### src/rtl/fetch_unit.sv
// fetch_unit: single-outstanding instruction fetch stage.
// Fetches one word from instruction memory at the current PC, holds it for
// downstream decode until accepted, then redirects the PC (jump, branch or
// sequential) and fetches the next word.
//
// Ports:
//   clk, rst_n          clock, asynchronous active-low reset
//   imem_req/imem_addr  read request and word-aligned address (= PC)
//   imem_ack/imem_rdata read response, sampled only in FETCH
//   instr_valid         instr/opcode/instr_pc4 hold a valid instruction
//   instr_ready         downstream accepts the held instruction
//   instr, opcode       held instruction word and its [31:26] field
//   instr_pc4           PC of the held instruction plus 4
//   jump, branch_taken  redirect controls, sampled only on accept
//   instr_count         number of accepted instructions (wraps)
module fetch_unit #(
    parameter logic [31:0] RESET_PC = 32'h0000_0000
) (
    input  logic        clk,
    input  logic        rst_n,
    output logic        imem_req,
    output logic [31:0] imem_addr,
    input  logic        imem_ack,
    input  logic [31:0] imem_rdata,
    output logic        instr_valid,
    input  logic        instr_ready,
    output logic [31:0] instr,
    output logic [5:0]  opcode,
    output logic [31:0] instr_pc4,
    input  logic        jump,
    input  logic        branch_taken,
    output logic [31:0] instr_count
);

    localparam int unsigned XLEN = 32;
    localparam logic [XLEN-1:0] PC_INIT = RESET_PC & 32'hFFFF_FFFC;

    typedef enum logic {
        S_FETCH = 1'b0,
        S_VALID = 1'b1
    } state_t;

    state_t            state_q;
    state_t            state_d;
    logic              req_d;
    logic              valid_d;
    logic              fetch_ack;
    logic              accept;
    logic [XLEN-1:0]   pc_q;
    logic [XLEN-1:0]   next_pc;
    logic [XLEN-1:0]   branch_off;

    // Capture only while a request is actually outstanding.
    assign fetch_ack = (state_q == S_FETCH) && imem_req && imem_ack;
    assign accept    = (state_q == S_VALID) && instr_ready;

    assign imem_addr = pc_q;
    assign opcode    = instr[31:26];

    // State register with registered handshake outputs.
    always_ff @(posedge clk or negedge rst_n) begin
        if (!rst_n) begin
            state_q     <= S_FETCH;
            imem_req    <= 1'b0;
            instr_valid <= 1'b0;
        end else begin
            state_q     <= state_d;
            imem_req    <= req_d;
            instr_valid <= valid_d;
        end
    end

    // Next-state logic.
    always_comb begin
        state_d = state_q;
        case (state_q)
            S_FETCH: if (fetch_ack) state_d = S_VALID;
            S_VALID: if (accept)    state_d = S_FETCH;
            default: state_d = S_FETCH;
        endcase
    end

    // Output decode of the upcoming state, registered above.
    always_comb begin
        req_d   = 1'b0;
        valid_d = 1'b0;
        case (state_d)
            S_FETCH: req_d   = 1'b1;
            S_VALID: valid_d = 1'b1;
            default: req_d   = 1'b0;
        endcase
    end

    // Redirect selection; jump has priority over a taken branch.
    always_comb begin
        branch_off = {{14{instr[15]}}, instr[15:0], 2'b00};
        next_pc    = instr_pc4;
        if (jump) begin
            next_pc = {instr_pc4[31:28], instr[25:0], 2'b00};
        end else if (branch_taken) begin
            next_pc = instr_pc4 + branch_off;
        end
    end

    // PC, held instruction and accept counter.
    always_ff @(posedge clk or negedge rst_n) begin
        if (!rst_n) begin
            pc_q        <= PC_INIT;
            instr       <= '0;
            instr_pc4   <= '0;
            instr_count <= '0;
        end else begin
            if (fetch_ack) begin
                instr     <= imem_rdata;
                instr_pc4 <= pc_q + XLEN'(4);
            end
            if (accept) begin
                pc_q        <= next_pc;
                instr_count <= instr_count + XLEN'(1);
            end
        end
    end

endmodule

### config.mk
export PLATFORM = sky130hd
export DESIGN_NAME = fetch_unit
export DESIGN_NICKNAME = d
export VERILOG_FILES = /design/src/rtl/fetch_unit.sv
export SDC_FILE = /design/constraint.sdc
export NUM_CORES = 1
export LEC_CHECK = 0
export CAP_MARGIN = 20
export CORE_ASPECT_RATIO = 1.1
export CORE_MARGIN = 5
export CORE_UTILIZATION = 45
export CTS_BUF_LIST = sky130_fd_sc_hd__clkbuf_16
export CTS_CLUSTER_SIZE = 24
export DETAILED_ROUTE_END_ITERATION = 7
export HOLD_SLACK_MARGIN = 0.12
export PLACE_DENSITY = 0.7
export SLEW_MARGIN = 20
export SYNTH_ARGS = -nofsm -noshare
export SYNTH_HDL_FRONTEND = slang
export SYNTH_SLANG_ARGS = --single-unit
### constraint.sdc
create_clock -name clk -period 3.45 [get_ports clk]
set_clock_uncertainty 0.15 [all_clocks]
set_input_delay 0.69 -clock clk [delete_from_list [all_inputs] [get_ports clk]]
set_output_delay 0.69 -clock clk [all_outputs]
set_load 0.01 [all_outputs]
==> metrics <==
status finished, final reports clean; TritonCTS clock tree built; Worst Setup Start Kind register; Horiz. Die Dim around 130 microns; Int Pwr 5.96 mW; Worst Slack Setup Final 0.324 ns; worst path buffer plus inverter count 0; die footprint slightly below 0.02 sq mm; grt met1 use 0.280; gpl congestion 0.862; Top FF cell, synth dfrtp_1; Routed WL per cell 17.7 microns; clock-pin slew on the worst setup and hold paths around 0.060 ns; Finished Cell Area between 0.01 and 0.015 sq mm; P_sw 4.16 mW; diodes inserted 0; GRT met3 Usage 0.0536; reg2reg setup slack 0.32 ns; vias per cell between 5 and 6; cell breakdown of the critical path ha_1 -> fa_1 -> a211oi_2 -> o211ai_1 -> and3_1 -> nor4_2 -> nor2_2 -> a31oi_1 -> xnor2_1 -> mux2i_1 -> o31ai_1; Logic pwr share 0.534; min-delay src instr_count[31]$_DFFE_PN0P_; GRT Total Usage 0.219; final hold vios 0; syn avg cell area approximately 9.5 sq um; Post-DP HPWL 15000 microns; Clock Tree Root clkbuf_16; worst-case reg-to-reg path depth 11; critical path's slowest cell fa_1; Worst-Skew Late Latency 0.42 ns; post-place setup slack 0.223 ns; starting density of the core 0.460; number of synthesized flops with an enable pin 0; synth unique cells 57; Yosys top cell area share 0.432; hold worst-path end instr_count[31]$_DFFE_PN0P_; Hold Slack 0.325 ns; starting DRC count in detailed routing 484; CP delay by family, top compound AO/OA/AOI/OAI gates; final period utilization 0.906; syn_nets 862; fin cells 1173; largest net degree at the start of global routing 95; Max Fanout on Critical Path 4; sequential area share after synthesis 0.432; max incr delay on CP ~0.45 ns; Antenna Nets Post-Route 0; final setup fails 0; GRT overflow 0; Min Clock Period, post-route 3.13 ns; num rows ~50; Synth area leader dfrtp_1; Hold Crit Depth 1; f_max 320 MHz; routed vias 6365; Clock Tree Buf Depth 2; clk sinks 130; maximum capacitance violations 0; Worst Path Required roughly 3.6 ns; YS warnings 0; Residual DRC 0; setup tns final 0 ns; layout cell share with drive strength beyond 1 0.105; Die Y 146 microns; Post-synth top cells 130 x dfrtp_1, 104 x nand2_1, 69 x o21ai_0; Synth area leaders dfrtp_1 43%, xnor2_1 6.2%, mux2_2 6.0%; top-count cell post-synth dfrtp_1; Routed WL around 21000 microns; vias in the first global route around 6400; sw frac 0.411; gr busiest metal met2; Num CTS Buffers 17; Mapped Cells slightly below 800; Total Nets Final between 1000 and 1500; RR Endpoint imem_addr[16]$_DFFE_PN0P_; grt met2 use 0.368; leakage around 4.3 nW; measured slew at the worst slew-check pin 0.535 ns; critical path class reg2reg; VDD IR max 0.000524 V; Clock Power Share 0.185; I/O pin total between 150 and 200; Async S/R FF share, synth 1.00; Reg power frac 0.281; worst r2r src instr[0]$_DFFE_PN0P_; initial antenna violation count 1; 1st-pass router iterations 4; first-pass GRT wire length 34500 microns; Cell Area, Synth 0.00752 sq mm; PwrDens 1000 mW/mm^2; Max-slew headroom 0.643; critical path capture point type register; Pins Over Slew Limit 0; Area after DPL 0.00944 sq mm; Hold WC Path Type reg2reg; WP data arrival 3.29 ns; unrepaired setup endpoints after global routing no; dpl cells between 1000 and 1500; I/O Buffers 173; H-tree levels 4; core area 0.0164 sq mm; area delta synth->final 33.9%; Setup Fix Bufs, Post-CTS 0; Yosys reg bits 130
[layout make-up]
type | instances | area [sq um]
clock buffer | 17 | 425
sequential | 130 | 3250
multi-input combinational | 611 | 4080
inverter | 10 | 37.5
clock inverter | 15 | 181
fill | 1343 | 6300
tap | 204 | 255
timing repair buffer | 186 | 1840
[registers in the layout, indices dropped and copies added, names as in the netlist]
signal / cells
instr_count: 32
instr: 32
instr_pc4: 32
imem_addr: 32
instr_valid: 1
imem_req: 1
[kinds of logic (layout without fill, tap and decap cells)]
group	Yosys count	in the layout	share of synthesized area
AO/OA/AOI/OAI	180	180	0.145
XOR/XNOR	84	84	0.0978
adder cells (fa/ha/maj)	32	32	0.0542
buffers and inverters	51	228	0.0294
flip-flops	130	130	0.432
multiplexers	57	57	0.0825
AND/OR/NAND/NOR	258	258	0.158
[metal layers]
metal	vias to the layer above	wire [microns]
li1	3120	-
met1	3087	8980
met2	132	10400
met3	24	1040
met4	2	308
met5	-	13
[worst register-to-register path, cell delays in order, from the launching register on]
cell	delay, ns
dfrtp_1	0.41
ha_1	0.24
fa_1	0.45
a211oi_2	0.28
o211ai_1	0.16
and3_1	0.21
nor4_2	0.28
nor2_2	0.12
a31oi_1	0.21
xnor2_1	0.15
mux2i_1	0.12
o31ai_1	0.24
[cells in the final DEF, fill, tap and decap left out, types with 31 or more instances in the layout]
cell type	n
nor2_1	59
ha_1	31
xor2_1	31
dfrtp_1	130
xnor2_1	53
clkdlybuf4s50_1	171
mux2_2	40
nand2_1	104
a21oi_1	46
o21ai_0	69
[how the worst max path moves through the flow]
stage                         start                        end  slack [ns]  cells past startpoint
2_1_floorplan  instr[0]$_DFFE_PN0P_  imem_addr[24]$_DFFE_PN0P_        0.50                     11
3_3_place_gp   instr[0]$_DFFE_PN0P_  imem_addr[24]$_DFFE_PN0P_        0.23                     11
3_5_place_dp   instr[0]$_DFFE_PN0P_  imem_addr[24]$_DFFE_PN0P_        0.22                     11
4_1_cts        instr[0]$_DFFE_PN0P_  imem_addr[16]$_DFFE_PN0P_        0.16                     11
5_1_grt        instr[0]$_DFFE_PN0P_  imem_addr[16]$_DFFE_PN0P_        0.11                     11
6_report       instr[0]$_DFFE_PN0P_  imem_addr[16]$_DFFE_PN0P_        0.32                     11
[through the flow]
step | utilization | total power, mW
global route | 0.615 | 10.9
CTS | 0.614 | 10.1
finish | 0.615 | 10.1
floorplan | - | 6.11
detailed placement | 0.577 | 8.20
global placement | 0.577 | 8.14
[power by group through the flow]
stage	logic, mW	clock network (mW)	registers, mW
finish	5.41	1.87	2.84
global route	5.98	1.98	2.94
CTS	5.41	1.91	2.83
detailed placement	5.35	0	2.85
global placement	5.31	0	2.84
floorplan	3.21	0	2.90
[what timing repair did]
item                                    4_1_cts  5_1_grt
gates resized for setup                       0        4
endpoints found under the hold margin        57        0
endpoints found under the setup margin        0        5
hold buffers                                  1        0
Power figures use the tool's default switching activity.
